File: src/rtl/mem_port_arbiter_if.sv
// Shared memory port bus between fetch (I), load/store (D) and unified memory.
// The arbiter uses the slave view; requesters and memory sit on the master view.
interface mem_port_arbiter_if #(
    parameter int ADDR_W = 32,
    parameter int DATA_W = 32
);
    logic              i_req;
    logic [ADDR_W-1:0] i_addr;
    logic [DATA_W-1:0] i_rdata;
    logic              i_ready;

    logic              d_req;
    logic              d_we;
    logic [ADDR_W-1:0] d_addr;
    logic [DATA_W-1:0] d_wdata;
    logic [3:0]        d_be;
    logic [DATA_W-1:0] d_rdata;
    logic              d_ready;

    logic              mem_req;
    logic              mem_we;
    logic [ADDR_W-1:0] mem_addr;
    logic [DATA_W-1:0] mem_wdata;
    logic [3:0]        mem_be;
    logic [DATA_W-1:0] mem_rdata;
    logic              mem_ready;

    logic              addr_sel;
    logic              busy;

    modport slave (
        input  i_req, i_addr,
        output i_rdata, i_ready,
        input  d_req, d_we, d_addr, d_wdata, d_be,
        output d_rdata, d_ready,
        output mem_req, mem_we, mem_addr, mem_wdata, mem_be,
        input  mem_rdata, mem_ready,
        output addr_sel, busy
    );

    modport master (
        output i_req, i_addr,
        input  i_rdata, i_ready,
        output d_req, d_we, d_addr, d_wdata, d_be,
        input  d_rdata, d_ready,
        input  mem_req, mem_we, mem_addr, mem_wdata, mem_be,
        output mem_rdata, mem_ready,
        input  addr_sel, busy
    );
endinterface

File: src/rtl/mem_port_arbiter.sv
// I/D arbiter for the unified memory port; D has priority over I.
// Define ARB_FAIRNESS_EN to cap consecutive D grants while I waits.
module mem_port_arbiter #(
    parameter int ADDR_W       = 32,
    parameter int DATA_W       = 32,
    parameter int MAX_D_STREAK = 4
) (
    input logic               clk,
    input logic               rst,
    mem_port_arbiter_if.slave bus
);
    typedef enum logic [1:0] {
        IDLE  = 2'd0,
        GNT_I = 2'd1,
        GNT_D = 2'd2
    } state_t;

    state_t state, state_nxt;
    logic   i_turn;
    logic   grant_i;
    logic   grant_d;
    logic   i_own;
    logic   d_own;

    if (MAX_D_STREAK < 1) begin : g_bad_cfg
        $error("MAX_D_STREAK must be at least 1");
    end

`ifdef ARB_FAIRNESS_EN
    localparam int STREAK_W = $clog2(MAX_D_STREAK) + 1;
    logic [STREAK_W-1:0] streak;

    assign i_turn = (streak == STREAK_W'(MAX_D_STREAK));

    always_ff @(posedge clk) begin
        if (rst)
            streak <= '0;
        else if (grant_i)
            streak <= '0;
        else if (grant_d)
            streak <= bus.i_req ? streak + STREAK_W'(1) : '0;
    end
`else
    assign i_turn = 1'b0;
`endif

    // Grants are only issued from IDLE, which forces a bubble after each ready.
    assign grant_d = (state == IDLE) && bus.d_req && !(bus.i_req && i_turn);
    assign grant_i = (state == IDLE) && bus.i_req && !grant_d;

    always_ff @(posedge clk) begin
        if (rst)
            state <= IDLE;
        else
            state <= state_nxt;
    end

    always_comb begin
        state_nxt = state;
        unique case (state)
            IDLE: begin
                if (grant_d)
                    state_nxt = GNT_D;
                else if (grant_i)
                    state_nxt = GNT_I;
            end
            GNT_I, GNT_D: begin
                if (bus.mem_ready)
                    state_nxt = IDLE;
            end
            default: state_nxt = IDLE;
        endcase
    end

    always_comb begin
        i_own         = (state == GNT_I);
        d_own         = (state == GNT_D);
        bus.mem_req   = i_own || d_own;
        bus.busy      = (state != IDLE);
        bus.addr_sel  = d_own;
        bus.mem_addr  = d_own ? bus.d_addr : bus.i_addr;
        bus.mem_we    = d_own && bus.d_we;
        bus.mem_be    = d_own ? bus.d_be : 4'hF;
        bus.mem_wdata = d_own ? bus.d_wdata : '0;
        bus.i_ready   = i_own && bus.mem_ready;
        bus.d_ready   = d_own && bus.mem_ready;
        bus.i_rdata   = i_own ? bus.mem_rdata : '0;
        bus.d_rdata   = d_own ? bus.mem_rdata : '0;
    end
endmodule

File: src/flat_wrapper.sv
// flat-port wrapper written by rule: the top's interface ports become plain ports
module mem_port_arbiter_flat 
#(
    parameter int ADDR_W       = 32,
    parameter int DATA_W       = 32,
    parameter int MAX_D_STREAK = 4
)
  (clk, rst, bus_i_req, bus_i_addr, bus_i_rdata, bus_i_ready, bus_d_req, bus_d_we, bus_d_addr, bus_d_wdata, bus_d_be, bus_d_rdata, bus_d_ready, bus_mem_req, bus_mem_we, bus_mem_addr, bus_mem_wdata, bus_mem_be, bus_mem_rdata, bus_mem_ready, bus_addr_sel, bus_busy);
  mem_port_arbiter_if #(.ADDR_W(ADDR_W), .DATA_W(DATA_W)) bus_i ();
  input logic clk;
  input logic rst;
  input wire logic [$bits(bus_i.i_req)-1:0] bus_i_req;
  input wire logic [$bits(bus_i.i_addr)-1:0] bus_i_addr;
  output wire logic [$bits(bus_i.i_rdata)-1:0] bus_i_rdata;
  output wire logic [$bits(bus_i.i_ready)-1:0] bus_i_ready;
  input wire logic [$bits(bus_i.d_req)-1:0] bus_d_req;
  input wire logic [$bits(bus_i.d_we)-1:0] bus_d_we;
  input wire logic [$bits(bus_i.d_addr)-1:0] bus_d_addr;
  input wire logic [$bits(bus_i.d_wdata)-1:0] bus_d_wdata;
  input wire logic [$bits(bus_i.d_be)-1:0] bus_d_be;
  output wire logic [$bits(bus_i.d_rdata)-1:0] bus_d_rdata;
  output wire logic [$bits(bus_i.d_ready)-1:0] bus_d_ready;
  output wire logic [$bits(bus_i.mem_req)-1:0] bus_mem_req;
  output wire logic [$bits(bus_i.mem_we)-1:0] bus_mem_we;
  output wire logic [$bits(bus_i.mem_addr)-1:0] bus_mem_addr;
  output wire logic [$bits(bus_i.mem_wdata)-1:0] bus_mem_wdata;
  output wire logic [$bits(bus_i.mem_be)-1:0] bus_mem_be;
  input wire logic [$bits(bus_i.mem_rdata)-1:0] bus_mem_rdata;
  input wire logic [$bits(bus_i.mem_ready)-1:0] bus_mem_ready;
  output wire logic [$bits(bus_i.addr_sel)-1:0] bus_addr_sel;
  output wire logic [$bits(bus_i.busy)-1:0] bus_busy;
  assign bus_i.i_req = bus_i_req;
  assign bus_i.i_addr = bus_i_addr;
  assign bus_i_rdata = bus_i.i_rdata;
  assign bus_i_ready = bus_i.i_ready;
  assign bus_i.d_req = bus_d_req;
  assign bus_i.d_we = bus_d_we;
  assign bus_i.d_addr = bus_d_addr;
  assign bus_i.d_wdata = bus_d_wdata;
  assign bus_i.d_be = bus_d_be;
  assign bus_d_rdata = bus_i.d_rdata;
  assign bus_d_ready = bus_i.d_ready;
  assign bus_mem_req = bus_i.mem_req;
  assign bus_mem_we = bus_i.mem_we;
  assign bus_mem_addr = bus_i.mem_addr;
  assign bus_mem_wdata = bus_i.mem_wdata;
  assign bus_mem_be = bus_i.mem_be;
  assign bus_i.mem_rdata = bus_mem_rdata;
  assign bus_i.mem_ready = bus_mem_ready;
  assign bus_addr_sel = bus_i.addr_sel;
  assign bus_busy = bus_i.busy;
  mem_port_arbiter #(.ADDR_W(ADDR_W), .DATA_W(DATA_W), .MAX_D_STREAK(MAX_D_STREAK)) u_core (.clk(clk), .rst(rst), .bus(bus_i));
endmodule
File: config.mk
export PLATFORM = sky130hd
export DESIGN_NAME = mem_port_arbiter_flat
export DESIGN_NICKNAME = d
export VERILOG_FILES = /design/src/rtl/mem_port_arbiter_if.sv /design/src/rtl/mem_port_arbiter.sv /design/src/flat_wrapper.sv
export SDC_FILE = /design/constraint.sdc
export NUM_CORES = 1
export LEC_CHECK = 0
export BUFFER_PORTS_ARGS = -buffer_cell sky130_fd_sc_hd__buf_2
export CORE_AREA = 2 2 107 109
export DETAILED_ROUTE_END_ITERATION = 10
export DIE_AREA = 0 0 109 111
export PLACE_DENSITY = 0.46
export RECOVER_POWER = 100
export SLEW_MARGIN = 10
export SYNTH_ARGS = -nofsm -noshare
export SYNTH_HDL_FRONTEND = slang
export SYNTH_SLANG_ARGS = --single-unit
File: constraint.sdc
create_clock -name clk -period 1.9 [get_ports clk]
set_clock_uncertainty 0.05 [all_clocks]
set_input_delay 0.19 -clock clk [delete_from_list [all_inputs] [get_ports clk]]
set_output_delay 0.19 -clock clk [all_outputs]
set_load 0.02 [all_outputs]
; Yosys cells after proc, flatten, opt, wreduce, memory -nomap -nowiden
; Cells that the tools add are included.
[word_totals]
regBits = 2
latch_bits = 0
mem_bits_rw = 0
rom_bits = 0
in_bits = 138
out_inout_bits = 138
wordCells = 26
mem_count = 0
[op_classes]
n_addsub = 0
mul = 0
div = 0
n_lt_le_gt_ge = 0
eq_ne = 4
n_shift = 0
muxes = 9
bitwise = 0
reduce_logical = 12
[op_table]
columns = op, count
row1 = $mux 32, 4
row2 = $logic_and 1x1->1, 6
row3 = $mux 2, 3
row4 = $mux 4, 1
row5 = $pmux 2 s2, 1
row6 = $ne 3x1->1 const B, 1
row7 = $eq 2x1->1 const B, 1
row8 = $eq 2x2->1 const B, 1
row9 = $logic_not 2->1, 1
row10 = $ne 2x2->1 const B, 1
row11 = $reduce_and 2->1, 1
row12 = $reduce_bool 2->1, 1
row13 = $reduce_or 2->1, 1
row14 = $logic_not 1->1, 1
row15 = $logic_or 1x1->1, 1

; Longest topological paths before layout
; Gate-level depths: netlist (run 1).
[depth]
word_depth = 7
ltp_mapped = 5
depth_no_buf = 5

; Worst setup path after synthesis (run 1)
; Ideal clock, no wire load.
[synth_path]
path_type = register -> output
from = register u_core.state[0]
to = output port bus_mem_addr[10]
arrival_ns = 1.367
t_required_ns = 1.660
path_slack_ns = 0.293
stages_incl_launch_ff = 6
path_buffers = 2
cell_sequence = dfxtp_1 > inv_1 > ha_1 > buf_6 > buf_8 > mux2_4
[synth_between]
elab_chain_cells = 2
[synth_rtl]
columns = element, line
row1 = from (decl), mem_port_arbiter.sv:18  ; state_t state, state_nxt;
row2 = from (signal assigned), mem_port_arbiter.sv:55  ; state <= state_nxt;
row3 = $eq 2x2->1, mem_port_arbiter.sv:77  ; d_own = (state == GNT_D);
row4 = via bus_addr_sel, flat_wrapper.sv:30  ; output wire logic [$bits(bus_i.addr_sel)-1:0] bus_addr_sel;
row5 = $mux 32, mem_port_arbiter.sv:81  ; bus.mem_addr = d_own ? bus.d_addr : bus.i_addr;
row6 = to (decl), flat_wrapper.sv:25  ; output wire logic [$bits(bus_i.mem_addr)-1:0] bus_mem_addr;
; The timed path passes the listed nets, and every way through them passes these cells.

; Worst setup path after layout (run 1)
[layout_path]
from = register u_core.state[0]
to = output port bus_mem_addr[3]
[layout_between]
elab_chain_cells = 2
[layout_rtl]
columns = element, line
row1 = $eq 2x2->1, mem_port_arbiter.sv:77
row2 = $mux 32, mem_port_arbiter.sv:81
; No other way between the ends.

==> out/results.ini, run 1 <==
[outcome]
status = completed

[critical_path]
critical_path_peak_fanout = 24
r2r_start = u_core.state[1]
crit_required_ns = 1.66
worstPathArrival_ns = 1.56
critPathSlowestCell = mux2_2
worstSetupEndpointType = output pin
critPathLaunchType = flip-flop
path_cells = inv_1, ha_4, buf_16, mux2_2, clkbuf_2
max_stage_delay_ns = 0.36
startpoint = u_core.state[0]
worstSetupPathType = flip-flop to output pin

[sta]
relSlewSlack_pct = 79.6
final-max-slew-violation-count = 0
period_needed_ns = 1.80
setup_viol = 0
post-route-period-util_pct = 95.0
clock.fmax_mhz = 554
tns_ns = 0
hold_violations = 0
tightest_slew_ns = 0.306
rsz0062_at_grt = false

[floorplanning]
fp.dieW_um = 109
coreArea_um2 = 11100
dieArea_um2 = 12100
die_h_um = 111
ios = 276
num_rows = 39
initial_core_util_pct = 11.8

[placed_design]
hpwl_um = 5560
dp_cells = 573
routabilityCongestion = 0.775
port_buffers = 275

[power_and_ir_drop]
cellPowerDensity_nw_per_um2 = 485
leakage_uw = 0.00170
p_total_uw = 1420
ir_drop_mv = 0.320

[detailed_routing]
top_layer = met4
wl_per_cell_um = 11.8
post-route-drc-count = 0
dr_wl_met2_um = 3450
dr_wl_met3_um = 628
ant_nets = 0
met1Wirelength_um = 2740
initialDrtViolationCount = 74
wirelength_um = 6840
viasPerCell = 3.73
via_count = 2165
drtPass1Iterations = 4

[yosys]
ys_seq_area_share_pct = 3.05
netlist_instances = 165
ys_ff_latch = 2
synthXorXnorAreaFrac_pct = 0
synthSimpleGateAreaFrac_pct = 51.0
synth_compound_area_share_pct = 1.91
synth_mux_area_share_pct = 33.2
syn_nets = 306
syn_avg_cell_area_um2 = 7.95
synth_top_family_by_area = simple AND/OR/NAND/NOR gates
synth_fa_ha_area_share_pct = 2.86
synth_cell_types = 16
yosysWarnings = 0
synth_area_um2 = 1310

[global_route]
grt_pass1_vias = 1830
grt_pass1_wl_um = 8740
antenna_found_initial = 0
grt_max_degree = 56
grt_usage_pct = 8.98
grt_overflow = 0

[run]
drv_cap = 0

[cts]
cts_root_buf = clkbuf_16
cts.htree.levels = 1
clkSinkCount = 2
clk_latency_ns = 0.22
clockBufferDepth = 2
hold_buffers = 0
clk_pin_slew_ns = 0.03
cts_tree = built
cts_buffers = 3

[final_layout]
top_register = u_core.state
drive_above_1_share_pct = 65.7
reg_top3 = u_core.state: 2 flops
area_delta_synth_final_pct = 124
fillers = 1252
nets = 580
largest_reg_flops = 2
layout.cells.non_filler = 580
diodes = 0

[worst_hold_path]
hp-class = primary input to flip-flop
worstHoldStart = rst

-- layout by cell type (no fill, tap or decap), drive strengths merged --
cell type / instances
a21o: 1
ha: 3
a21oi: 2
nand3: 1
clkbuf: 129
nand2b: 7
inv: 3
and2: 99
buf: 157
a211oi: 1
dfxtp: 2
mux2: 32
-- metrics by stage --
step / cell area (µm²) / setup slack [ns] / utilization, % / hold WS, ns
2_1_floorplan: 1310 / 0.293 / - / 0.209
3_3_place_gp: 2840 / 0.311 / 25.6 / 0.314
3_5_place_dp: 2840 / 0.272 / 25.6 / 0.319
4_1_cts: 2920 / 0.0349 / 26.3 / 0.0913
5_1_grt: 2930 / 0.0197 / 26.5 / 0.107
6_report: 2930 / 0.0956 / 26.5 / 0.0928
-- final cells by class --
type / count / area [µm²] / area share, %
clock buffers: 3 / 75.1 / 2.56
inverters: 3 / 11.3 / 0.384
multi-input cells: 146 / 1180 / 40.2
flip-flops and latches: 2 / 40.0 / 1.37
well taps: 143 / 179 / 6.10
repair buffers: 283 / 1450 / 49.4
-- Yosys cell counts --
cell type	number	area, µm²
clkbuf_2	6	30.0
a21oi_1	2	10.0
mux2_2	12	135
a211oi_1	1	7.51
nand3_1	1	5.00
buf_4	1	7.51
a21o_1	1	7.51
mux2_4	20	300
inv_1	3	11.3
buf_6	1	11.3
and2_1	99	619
dfxtp_1	2	40.0
clkbuf_1	4	15.0
buf_8	2	30.0
nand2b_1	7	43.8
ha_1	3	37.5
-- final timing paths --
kind | endpoint | cells past startpoint | slack [ns]
worst min-delay path | u_core.state[1] | 2 | 0.09
worst max register to register | u_core.state[0] | 5 | 0.58
worst max-delay path | bus_mem_addr[3] | 5 | 0.1
worst min register to register | u_core.state[0] | 2 | 0.48
-- per-layer routing --
metal,global-route usage (%),up-vias
li1,-,1066
met1,11.1,960
met2,16.6,135
met3,1.12,4
met4,1.28,0
met5,0,-
-- kinds of logic after synthesis --
logic type,Yosys count
buf+inv,17
simple gates,107
flops,2
mux,32
compound gates,4
fa+ha+maj,3
-- report_power, final --
group	leakage [µW]	switching [µW]	total, µW	internal, µW
sequential	0.0000165	4.26	51.2	46.9
clock	0.0000370	49.4	317	268
combinational	0.00165	589	1050	465
total	0.00170	643	1420	779
-- critical path, delay by kind of cell (launching register included) --
kind | cells | cell delay, ns
buffers and inverters | 3 | 0.46
multiplexers | 1 | 0.36
flip-flops | 1 | 0.31
adder cells (fa/ha/maj) | 1 | 0.20
-- what timing repair did --
action,4_1_cts,5_1_grt
setup endpoints to repair,0,10
buffers inserted,0,2
resized for setup,0,2
Note: power is estimated with default switching activity, not from simulation.
==> run 2, diff against run 1 <==
--- a/config.mk
+++ b/config.mk
@@ -6,10 +6,10 @@
 export NUM_CORES = 1
 export LEC_CHECK = 0
 export BUFFER_PORTS_ARGS = -buffer_cell sky130_fd_sc_hd__buf_2
-export CORE_AREA = 2 2 107 109
+export CORE_AREA = 2 2 106 108
 export DETAILED_ROUTE_END_ITERATION = 10
-export DIE_AREA = 0 0 109 111
-export PLACE_DENSITY = 0.46
+export DIE_AREA = 0 0 108 110
+export PLACE_DENSITY = 0.47
 export RECOVER_POWER = 100
 export SLEW_MARGIN = 10
 export SYNTH_ARGS = -nofsm -noshare
==> constraint.sdc (replaced) <==
create_clock -name clk -period 2.1 [get_ports clk]
set_clock_uncertainty 0.05 [all_clocks]
set_input_delay 0.21 -clock clk [delete_from_list [all_inputs] [get_ports clk]]
set_output_delay 0.21 -clock clk [all_outputs]
set_load 0.02 [all_outputs]
==> run 2 against run 1 <==
Worst hold slack improved by 0.042 ns. Clock power fell by 53%. Combinational power fell by 14%. Largest power group unchanged. Non-clock buffer count fell by 4. Total power fell by 23%. Via count rose by 0.14%. Sequential share of layout area rose by 0.085 points. Critical path depth did not move. Cell count fell by 1.0%. Final area fell by 5.8%. Sequential cell count did not move.
==> out/results.ini, run 2 (synthesis gave the netlist of run 1 again) <==
[sta]
setup_viol = 0  ; unchanged
relSlewSlack_pct = 61.9  ; -18 points
tightest_slew_ns = 0.571  ; +0.265 ns
hold_violations = 0  ; unchanged
period_needed_ns = 1.95
tns_ns = 0  ; unchanged
final-max-slew-violation-count = 0  ; unchanged
post-route-period-util_pct = 92.9
timing.hold.ws_ns = 0.135  ; +0.0419 ns
clock.fmax_mhz = 513
rsz0062_at_grt = false

[detailed_routing]
initialDrtViolationCount = 81  ; +9.5%
drtPass1Iterations = 4  ; unchanged
wirelength_um = 6680  ; -2.3%
post-route-drc-count = 0  ; unchanged
viasPerCell = 3.78  ; +1.2%
wl_per_cell_um = 11.6  ; -1.3%
via_count = 2168  ; +0.14%
ant_nets = 0  ; unchanged

[placed_design]
dp_cells = 570  ; -0.52%
routabilityCongestion = 0.733  ; -5.4%
port_buffers = 275  ; unchanged
placed_area_um2 = 2840  ; -0.13%
hpwl_um = 5800  ; +4.2%

[critical_path]
critical_path_peak_fanout = 37  ; +54%
worstPathArrival_ns = 1.69  ; +0.13 ns
startpoint = u_core.state[0]
worstSetupEndpointType = output pin
r2r_start = u_core.state[0]
worstSetupPathType = flip-flop to output pin
critPathLaunchType = flip-flop
crit_required_ns = 1.84  ; +0.18 ns

[final_layout]
layout.cells.non_filler = 574  ; -1.0%
top_register = u_core.state
multiInputGateArea_um2 = 1180  ; +0.21%
reg_top3 = u_core.state: 2 flops
drive_above_1_share_pct = 51.0  ; -15 points
final_cell_mix = buf_2, and2_1, clkbuf_1
area_delta_synth_final_pct = 111
fillers = 1240  ; -0.96%
layout_commonest_cell = buf_2
largest_reg_flops = 2  ; unchanged
seq_area_um2 = 40.0  ; unchanged
stdcell_area_um2 = 2760  ; -5.8%
nets = 576  ; -0.69%

[cts]
cts_tree = built
cts_buffers = 3  ; unchanged
clk_latency_ns = 0.21  ; about the same
clk_pin_slew_ns = 0.03  ; about the same
cts.htree.levels = 1  ; unchanged
clockBufferDepth = 2  ; unchanged
cts_root_buf = clkbuf_8
cts_setup_buffers = 0  ; unchanged
clkSinkCount = 2  ; unchanged

[global_route]
grt_pass1_wl_um = 8970  ; +2.7%
grt_usage_pct = 9.28  ; +0.30 points
grt_overflow = 0  ; unchanged
grt_max_degree = 40  ; -29%
antenna_found_initial = 1  ; +1
grt_pass1_vias = 2078  ; +14%

[worst_hold_path]
hp-class = primary input to flip-flop
worstHoldStart = rst

[floorplanning]
initial_core_util_pct = 12.3  ; +0.42 points
dieArea_um2 = 11900  ; -1.8%
fp.dieW_um = 108  ; -0.92%
die_h_um = 110  ; -0.90%
ios = 276  ; unchanged
num_rows = 38  ; -2.6%
coreArea_um2 = 10700  ; -3.4%

[power_and_ir_drop]
cellPowerDensity_nw_per_um2 = 397  ; -18%
p_total_uw = 1090  ; -23%
ir_drop_mv = 0.363  ; +13%
leakage_uw = 0.00145  ; -14%

[run]
drv_cap = 0  ; unchanged

[outcome]
status = completed

## run 2: cell types whose count changed in the layout (fill, tap and decap cells not counted)
cell	delta
and2_0	-5
and2_1	+5
buf_12	+2
buf_16	-2
buf_2	+12
buf_4	-2
clkbuf_1	+63
clkbuf_16	-4
clkbuf_2	-76
clkbuf_8	+3
diode_2	+1
ha_1	-1
ha_2	+1
## run 2: stage by stage
stage	utilization (%)	worst slack [ns]
detailed placement	26.5	0.0718
global route	25.8	0.0444
floorplan	-	0.473
finish	25.8	0.149
CTS	26.9	0.141
global placement	26.5	0.155
## run 2: metal layers
layer / part of all wire [%] / GRT usage (%)
met5: 0 / 0
met4: 1.1 / 1.47
met3: 12 / 1.76
met1: 34 / 9.33
met2: 53 / 19.7
## run 2: path summary, 6_finish.rpt
path / slack [ns] / end / depth (start not counted)
min reg2reg: 0.54 / u_core.state[0] / 2
min: 0.13 / u_core.state[1] / 2
max: 0.15 / bus_mem_addr[12] / 5
max reg2reg: 0.70 / u_core.state[0] / 5
## run 2: cell type report
type	count	area share, %
antenna	1	0.0906
clock buffer	3	1.50
inverter	3	0.408
multi-input combinational	146	42.8
sequential	2	1.45
tap	140	6.34
timing repair buffer	279	47.4
## run 2: repair_timing
action | 4_1_cts | 5_1_grt
hold buffers | 0 | 0
setup endpoints to repair | 33 | 0
resized for setup | 1 | 0
## run 2: critical path, cell delays in order, from the launching register on
cell and delay, ns:
dfxtp_1 0.32, inv_1 0.12, ha_4 0.29, buf_12 0.24, mux2_4 0.32, clkbuf_1 0.17
## run 2: power by group
group	internal, µW	switching, µW	total [µW]
clock network	121	28.6	150
logic	376	523	899
registers	42.5	3.92	46.4
total	540	555	1090
==> run 3, diff against run 2 <==
--- a/config.mk
+++ b/config.mk
@@ -9,7 +9,7 @@
 export CORE_AREA = 2 2 106 108
 export DETAILED_ROUTE_END_ITERATION = 10
 export DIE_AREA = 0 0 108 110
-export PLACE_DENSITY = 0.47
+export PLACE_DENSITY = 0.45
 export RECOVER_POWER = 100
 export SLEW_MARGIN = 10
 export SYNTH_ARGS = -nofsm -noshare
==> run 3 against run 2 <==
Combinational power is 2.6% lower. Total power down 2.1%. Final area fell by 1.1%. Critical path type unchanged. Sequential share of layout area about the same. Global-route usage shrank 0.52 points. Largest cell class unchanged.
==> out/results.ini, run 3 (synthesis gave the netlist of run 1 again) <==
[cts]
cts_setup_buffers = 0  ; unchanged
hold_buffers = 0  ; unchanged
clk_latency_ns = 0.21  ; about the same
cts_root_buf = clkbuf_8
cts.htree.levels = 1  ; unchanged
clk_pin_slew_ns = 0.03  ; about the same
cts_tree = built
clkSinkCount = 2  ; unchanged
cts_buffers = 3  ; unchanged
cts-resized-gates = 0  ; -1
clockBufferDepth = 2  ; unchanged

[power_and_ir_drop]
ir_drop_mv = 0.190  ; -48%
cell_internal_pwr_uw = 524  ; -2.9%
p_comb_share_pct = 81.8  ; -0.3 points
p_total_uw = 1070  ; -2.1%
cellPowerDensity_nw_per_um2 = 392  ; -1.0%
p_switching_uw = 548  ; -1.4%
pwr-share-seq_pct = 4.3  ; about the same
clkPwrFrac_pct = 13.9  ; +0.2 points
leakage_uw = 0.00139  ; -4.2%
netSwitchingFraction_pct = 51.1  ; +0.38 points

[global_route]
grt_busiest_layer = met2
grt_pass1_wl_um = 8310  ; -7.3%
grt_max_degree = 56  ; +40%
grt.met2_usage_pct = 17.2  ; -2.6 points
grt_use_met3_pct = 1.88  ; +0.12 points
antenna_found_initial = 0  ; -1
grt_overflow = 0  ; unchanged
grt_usage_pct = 8.76  ; -0.52 points
grt_pass1_vias = 1811  ; -13%
gr-usage-met1_pct = 9.54  ; +0.21 points

[final_layout]
diodes = 0  ; -1
largest_reg_flops = 2  ; unchanged
nets = 576  ; unchanged
reg_top3 = u_core.state: 2 flops
top_register = u_core.state
final_cell_mix = buf_2, clkbuf_1, and2_1
layout_commonest_cell = buf_2
area_delta_synth_final_pct = 108
drive_above_1_share_pct = 46.9  ; -4.2 points

[sta]
period_needed_ns = 1.88  ; -0.0695 ns
hold_violations = 0  ; unchanged
tightest_slew_ns = 0.511  ; -0.0601 ns
final-max-slew-violation-count = 0  ; unchanged
relSlewSlack_pct = 65.9  ; +4.0 points
post-route-period-util_pct = 89.6  ; -3.3 points
rsz0062_at_grt = false
tns_ns = 0  ; unchanged
clock.fmax_mhz = 531  ; +3.7%
setup_viol = 0  ; unchanged

[critical_path]
cp_top_family = buffers and inverters
critical_path_peak_fanout = 55  ; +49%
worstSetupPathType = flip-flop to output pin
critPathSlowestCell = mux2_1
critPathLaunchType = flip-flop
crit_required_ns = 1.84  ; about the same
worstPathArrival_ns = 1.62  ; -0.07 ns
max_stage_delay_ns = 0.36  ; +0.04 ns
worstSetupEndpointType = output pin
cp_num_buf_inv = 3  ; unchanged
path_cells = inv_1, ha_4, buf_12, mux2_1, buf_2

[floorplanning]
dieArea_um2 = 11900  ; unchanged
fp.dieW_um = 108  ; unchanged
ios = 276  ; unchanged
die_h_um = 110  ; unchanged
coreArea_um2 = 10700  ; unchanged
initial_core_util_pct = 12.3  ; unchanged
num_rows = 38  ; unchanged

[run]
drv_cap = 0  ; unchanged

[detailed_routing]
drtPass1Iterations = 4  ; unchanged
post-route-drc-count = 0  ; unchanged
initialDrtViolationCount = 51  ; -37%
wirelength_um = 6480  ; -3.1%
via_count = 2147  ; -0.97%
viasPerCell = 3.75  ; -0.80%
ant_nets = 0  ; unchanged
wl_per_cell_um = 11.3  ; -2.9%

[placed_design]
port_buffers = 275  ; unchanged
routabilityCongestion = 0.663  ; -9.6%
hpwl_um = 5740  ; -0.97%

[worst_hold_path]
hp-class = primary input to flip-flop

[outcome]
status = completed

==> run 3: changes by cell type in the layout (fill, tap and decap cells not counted), sizes merged <==
| cell | change |
|---|---|
| diode | -1 |
| buf | -2 |
| clkbuf | +2 |
==> run 3: worst paths after layout <==
kind | from | slack, ns | to | cells after the start
min reg2reg | u_core.state[0] | 0.48 | u_core.state[0] | 2
min | rst | 0.13 | u_core.state[1] | 2
max | u_core.state[0] | 0.22 | bus_mem_addr[10] | 5
max reg2reg | u_core.state[0] | 0.79 | u_core.state[0] | 5
==> run 3: power by group through the flow <==
stage	Combinational, µW	Clock (µW)	Sequential [µW]
floorplan	590	0	44.9
global placement	934	0	46.4
detailed placement	937	0	46.4
CTS	940	154	46.1
global route	949	166	46.5
finish	876	149	46.0
==> run 3: metal layers <==
layer / routed length, µm / vias up
met2: 3370 / 148
met4: 46 / 0
met3: 726 / 6
met5: 0 / -
met1: 2330 / 937
li1: - / 1056
==> run 3: per-stage QoR <==
step / setup WS [ns] / cells / util (%) / instance area (µm²) / hold WS [ns]
after floorplan: 0.473 / 165 / - / 1310 / 0.229
after global placement: 0.459 / 570 / 26.5 / 2840 / 0.335
after detailed placement: 0.441 / 570 / 26.5 / 2840 / 0.338
after CTS: 0.212 / 573 / 26.9 / 2880 / 0.118
after global routing: 0.0857 / 573 / 25.5 / 2730 / 0.129
final: 0.218 / 573 / 25.5 / 2730 / 0.127
==> run 3: area by class of cell <==
type,instances,area (µm²)
inverters,3,11.3
repair buffers,279,1290
well taps,140,175
flip-flops and latches,2,40.0
clock buffers,3,41.3
multi-input cells,146,1170
fillers,1257,7970
